$ cat src/rtl/video_edge_frame_stats.sv
// Per-frame edge-pixel statistics (count + bounding box) on a Sobel magnitude stream,
// with a one-clock video pass-through that can outline the previous frame's bounding box.
module video_edge_frame_stats #(
    parameter int                    DATA_WIDTH  = 8,
    parameter int                    COORD_WIDTH = 12,
    parameter int                    CNT_WIDTH   = 24,
    parameter logic [DATA_WIDTH-1:0] OVERLAY_VAL = '1
) (
    input  logic                   clk,
    input  logic                   rst,
    input  logic                   bypass,
    input  logic                   overlay_en,
    input  logic [DATA_WIDTH-1:0]  threshold,
    input  logic [DATA_WIDTH-1:0]  di_i,
    input  logic                   de_i,
    input  logic                   hs_i,
    input  logic                   vs_i,
    output logic [DATA_WIDTH-1:0]  do_o,
    output logic                   de_o,
    output logic                   hs_o,
    output logic                   vs_o,
    output logic                   stat_valid_o,
    output logic [CNT_WIDTH-1:0]   edge_cnt_o,
    output logic                   bbox_empty_o,
    output logic [COORD_WIDTH-1:0] x_min_o,
    output logic [COORD_WIDTH-1:0] x_max_o,
    output logic [COORD_WIDTH-1:0] y_min_o,
    output logic [COORD_WIDTH-1:0] y_max_o
);

    function automatic logic [COORD_WIDTH-1:0] sat_inc_coord(input logic [COORD_WIDTH-1:0] v);
        return (v == {COORD_WIDTH{1'b1}}) ? v : v + COORD_WIDTH'(1);
    endfunction

    function automatic logic [CNT_WIDTH-1:0] sat_inc_cnt(input logic [CNT_WIDTH-1:0] v);
        return (v == {CNT_WIDTH{1'b1}}) ? v : v + CNT_WIDTH'(1);
    endfunction

    logic [COORD_WIDTH-1:0] x_p0;
    logic [COORD_WIDTH-1:0] y_p0;
    logic [CNT_WIDTH-1:0]   cnt_p0;
    logic [COORD_WIDTH-1:0] acc_xmin_p0;
    logic [COORD_WIDTH-1:0] acc_xmax_p0;
    logic [COORD_WIDTH-1:0] acc_ymin_p0;
    logic [COORD_WIDTH-1:0] acc_ymax_p0;

    logic is_edge;
    logic line_end;
    logic frame_end;
    logic on_col;
    logic on_row;
    logic ovl_hit;

    // de_o/vs_o are the one-cycle-delayed inputs, so they double as the edge-detect history.
    always_comb begin
        is_edge   = de_i && !vs_i && (di_i >= threshold);
        line_end  = de_o && !de_i;
        frame_end = vs_i && !vs_o;
        on_col    = ((x_p0 == x_min_o) || (x_p0 == x_max_o)) &&
                    (y_p0 >= y_min_o) && (y_p0 <= y_max_o);
        on_row    = ((y_p0 == y_min_o) || (y_p0 == y_max_o)) &&
                    (x_p0 >= x_min_o) && (x_p0 <= x_max_o);
        ovl_hit   = !bypass && overlay_en && de_i && !bbox_empty_o && (on_col || on_row);
    end

    // ---- stage p0: raster position and per-frame accumulators ----
    always_ff @(posedge clk or posedge rst) begin
        if (rst) begin
            x_p0 <= '0;
            y_p0 <= '0;
        end else begin
            if (de_i)
                x_p0 <= sat_inc_coord(x_p0);
            else if (line_end)
                x_p0 <= '0;

            if (frame_end)
                y_p0 <= '0;
            else if (line_end)
                y_p0 <= sat_inc_coord(y_p0);
        end
    end

    always_ff @(posedge clk or posedge rst) begin
        if (rst) begin
            cnt_p0      <= '0;
            acc_xmin_p0 <= '1;
            acc_xmax_p0 <= '0;
            acc_ymin_p0 <= '1;
            acc_ymax_p0 <= '0;
        end else if (frame_end) begin
            cnt_p0      <= '0;
            acc_xmin_p0 <= '1;
            acc_xmax_p0 <= '0;
            acc_ymin_p0 <= '1;
            acc_ymax_p0 <= '0;
        end else if (is_edge) begin
            cnt_p0 <= sat_inc_cnt(cnt_p0);
            if (x_p0 < acc_xmin_p0) acc_xmin_p0 <= x_p0;
            if (x_p0 > acc_xmax_p0) acc_xmax_p0 <= x_p0;
            if (y_p0 < acc_ymin_p0) acc_ymin_p0 <= y_p0;
            if (y_p0 > acc_ymax_p0) acc_ymax_p0 <= y_p0;
        end
    end

    // ---- stage p1: delayed video and latched frame statistics ----
    always_ff @(posedge clk or posedge rst) begin
        if (rst) begin
            do_o <= '0;
            de_o <= 1'b0;
            hs_o <= 1'b0;
            vs_o <= 1'b0;
        end else begin
            do_o <= ovl_hit ? OVERLAY_VAL : di_i;
            de_o <= de_i;
            hs_o <= hs_i;
            vs_o <= vs_i;
        end
    end

    always_ff @(posedge clk or posedge rst) begin
        if (rst) begin
            stat_valid_o <= 1'b0;
            edge_cnt_o   <= '0;
            bbox_empty_o <= 1'b1;
            x_min_o      <= '0;
            x_max_o      <= '0;
            y_min_o      <= '0;
            y_max_o      <= '0;
        end else begin
            stat_valid_o <= frame_end;
            if (frame_end) begin
                edge_cnt_o <= cnt_p0;
                if (cnt_p0 == '0) begin
                    bbox_empty_o <= 1'b1;
                    x_min_o      <= '0;
                    x_max_o      <= '0;
                    y_min_o      <= '0;
                    y_max_o      <= '0;
                end else begin
                    bbox_empty_o <= 1'b0;
                    x_min_o      <= acc_xmin_p0;
                    x_max_o      <= acc_xmax_p0;
                    y_min_o      <= acc_ymin_p0;
                    y_max_o      <= acc_ymax_p0;
                end
            end
        end
    end

endmodule

$ cat config.mk
export PLATFORM = sky130hd
export DESIGN_NAME = video_edge_frame_stats
export DESIGN_NICKNAME = d
export VERILOG_FILES = /design/src/rtl/video_edge_frame_stats.sv
export SDC_FILE = /design/constraint.sdc
export NUM_CORES = 1
export LEC_CHECK = 0
export CAP_MARGIN = 30
export CORE_MARGIN = 1.5
export CORE_UTILIZATION = 35
export DETAILED_ROUTE_END_ITERATION = 8
export PLACE_DENSITY = 0.63
export REMOVE_ABC_BUFFERS = 1
export SYNTH_ARGS = -nofsm -noshare
export SYNTH_HDL_FRONTEND = slang
export SYNTH_SLANG_ARGS = --single-unit
$ cat constraint.sdc
create_clock -name clk -period 5.45 [get_ports clk]
set_input_delay 0.545 -clock clk [delete_from_list [all_inputs] [get_ports clk]]
set_output_delay 0.545 -clock clk [all_outputs]
set_load 0.1 [all_outputs]
==> out/qor.txt <==
clock skew = 0.0167 ns
delay of the slowest critical-path stage = 0.64 ns
post-DP HPWL = 18,900 um
Reg power frac = 38.6%
most common cell after layout, fill and taps aside = nand2_1
Max IR drop VDD = 0.000240 V
WL/cell = 16.9 um
mean post-synth cell area = 9.16 um2
post-DR vias/cell = 5.19
final worst setup slack = 2.17 ns
DP Worst Slack = 1.24 ns
total global routing overflow = 0
Detail Route Antenna Nets = 0
CP Class = input port to flip-flop
Diodes inserted = 0
drt total wl = 27,200 um
asr flop ratio synth = 100%
Starting Density = 35.6%
TritonRoute pass-1 iters = 5
critical path cell sequence = clkdlybuf4s50_1, inv_1, ha_1, nand2b_1, a31oi_1, or4_4, nand2_1, o2111ai_1, buf_4, mux2i_1
Die H = 174 um
postcts setup bufs = 0
Yosys warning count = 0
Yosys cell types = 55
Yosys reg bits = 181
HP Class = input port to asynchronous set/reset pin
P_int = 0.00254 W
CORE AREA = 28,700 um2
vias in the first global route = 8,443
Power Dens Cells = 334 nW/um2
CP arrival = 3.64 ns
Post-Layout Cell Count = 1,606
first-pass GRT wire length = 45,100 um
commonest cells after routing, fill and taps aside = nand2_1, dfrtp_1, inv_1
Leakage = 5.82 nW
TritonCTS clock tree = done
area post-placement = 11,700 um2
CP endpoint kind = flip-flop
worst-skew pair later-pin latency = 0.44 ns
CTS Buf Count = 17
clock share of power = 29.7%
total placed cells including tap cells = 1,571
TNS Setup = 0 ns
Worst path slowest cell = or4_4
CP startpoint kind = input port
status = complete, no violations
cts repair resizes = 0
Final Max Slew Viols = 0
Fmax = 0.304 GHz
RSZ-0062 raised after global routing = false
CP max FO = 13
CTS Hold Buffers Added = 0
number of synthesized flops with an enable pin = 0
initial DRC count = 670
layout cell share with drive strength beyond 1 = 7.12%
Bufs on Longest Clock Path = 2
cells after synthesis = 1,116
initial antenna violation count = 0
mapped cell area = 10,200 um2
minimum clock period = 3.28 ns
die width = 174 um
Max Cap Violations = 0
fin nets = 1,338
Port Buffers = 107
Sw Share = 38.6%
CTS Root Cell = clkbuf_16
Slew HR = 32.1%
Hold Fails Final Rpt = 0
sw power = 0.00160 W
Via Count = 8,330
# setup viols final = 0
ratio of final minimum period to clock period = 60.3%
# rows = 62
IO Count = 108
Most used DFF post-synth = dfrtp_1
DRC violations left = 0
sequential-to-total area share from yosys stat = 44.6%
clock tree sinks = 181
GP Congestion = 0.824
Finished Cell Area = 12,400 um2
GRT Overall Usage = 18.7%
largest net degree at the start of global routing = 97
clock-pin transition on the worst setup and hold timing paths = 0.07 ns
WP data required = 5.80 ns
Area growth, synth to finish = 21.1%
Comb power frac = 31.7%
H-tree depth = 4
DIE AREA = 30,200 um2
Slew @ Worst Pin = 1.01 ns
-- final cells by class --
| type | count | area [um2] |
|---|---|---|
| fill | 2825 | 16300 |
| multi-input combinational | 762 | 5010 |
| sequential | 181 | 4560 |
| timing repair buffer | 122 | 1280 |
| clock buffer | 22 | 484 |
| tap | 384 | 480 |
| inverter | 125 | 477 |
| clock inverter | 10 | 95.1 |
-- state kept, by name (all words and copies together), names as in the netlist --
signal,count
acc_xmax_p0,12
acc_xmin_p0,12
acc_ymax_p0,12
acc_ymin_p0,12
bbox_empty_o,1
cnt_p0,24
de_o,1
do_o,8
edge_cnt_o,24
hs_o,1
stat_valid_o,1
vs_o,1
x_max_o,12
x_min_o,12
x_p0,12
y_max_o,12
y_min_o,12
y_p0,12
-- per-layer routing --
metal	global-route usage, %	vias up	share of wire, %
li1	-	4078	-
met1	25.2	4021	46
met2	30.5	206	47
met3	3.28	25	4.8
met4	5.93	0	1.8
met5	0	-	0
-- cells in the mapped netlist (13+ instances only) --
cell	number	area, um2
a211oi_1	13	97.6
a21oi_1	41	205
clkbuf_1	38	143
dfrtp_1	156	3900
dfstp_2	25	657
ha_1	106	1330
inv_1	125	469
mux2i_1	42	420
nand2_1	191	717
nand3_1	52	260
nand4_1	31	194
nor2_1	51	191
nor3_1	13	65.1
o21ai_0	52	260
o22ai_1	44	275
xnor2_1	19	166
-- metrics by stage --
stage               utilization, %  power (W)  hold slack [ns]
CTS                           42.9    0.00417            0.479
global route                  43.2    0.00434            0.345
global placement              40.7    0.00291            0.460
floorplan                        -    0.00256            0.482
finish                        43.2    0.00414            0.359
detailed placement            40.9    0.00293            0.463
-- worst paths after layout --
check | from | to | slack [ns] | cells after the start
max | di_i[0] | acc_xmin_p0[10]$_DFFE_PP1P_ | 2.17 | 10
min | rst | edge_cnt_o[23]$_DFFE_PP0P_ | 0.36 | 2
max reg2reg | y_p0[1]$_DFFE_PP0P_ | do_o[7]$_DFF_PP0_ | 2.73 | 7
min reg2reg | edge_cnt_o[2]$_DFFE_PP0P_ | edge_cnt_o[2]$_DFFE_PP0P_ | 0.47 | 2
max in group asynchronous | rst | x_p0[1]$_DFFE_PP0P_ | 3.89 | 4
min in group clk | edge_cnt_o[2]$_DFFE_PP0P_ | edge_cnt_o[2]$_DFFE_PP0P_ | 0.47 | 2
-- power groups by stage --
| stage | clock (W) | combinational [W] | sequential [W] |
|---|---|---|---|
| floorplan | 0 | 0.000484 | 0.00207 |
| global placement | 0 | 0.00129 | 0.00162 |
| detailed placement | 0 | 0.00131 | 0.00162 |
| CTS | 0.00126 | 0.00132 | 0.00160 |
| global route | 0.00131 | 0.00142 | 0.00162 |
| finish | 0.00123 | 0.00131 | 0.00160 |
-- worst max-delay path: cells and delay by family --
kind,cells,cell delay [ns]
AND/OR/NAND/NOR,3,1.26
buffers and inverters,3,0.84
AO/OA/AOI/OAI,2,0.55
adder cells (fa/ha/maj),1,0.26
multiplexers,1,0.17
-- logic make-up after synthesis --
logic type	after synthesis	share of synthesized area [%]
adders and majority gates	106	13.0
AOI/OAI and AO/OA	199	12.0
and+or+nand+nor	392	17.7
muxes	46	4.55
DFF	181	44.6
buffers and inverters	173	6.51
xor gates and xnor gates	19	1.63
Power figures use the tool's default switching activity.
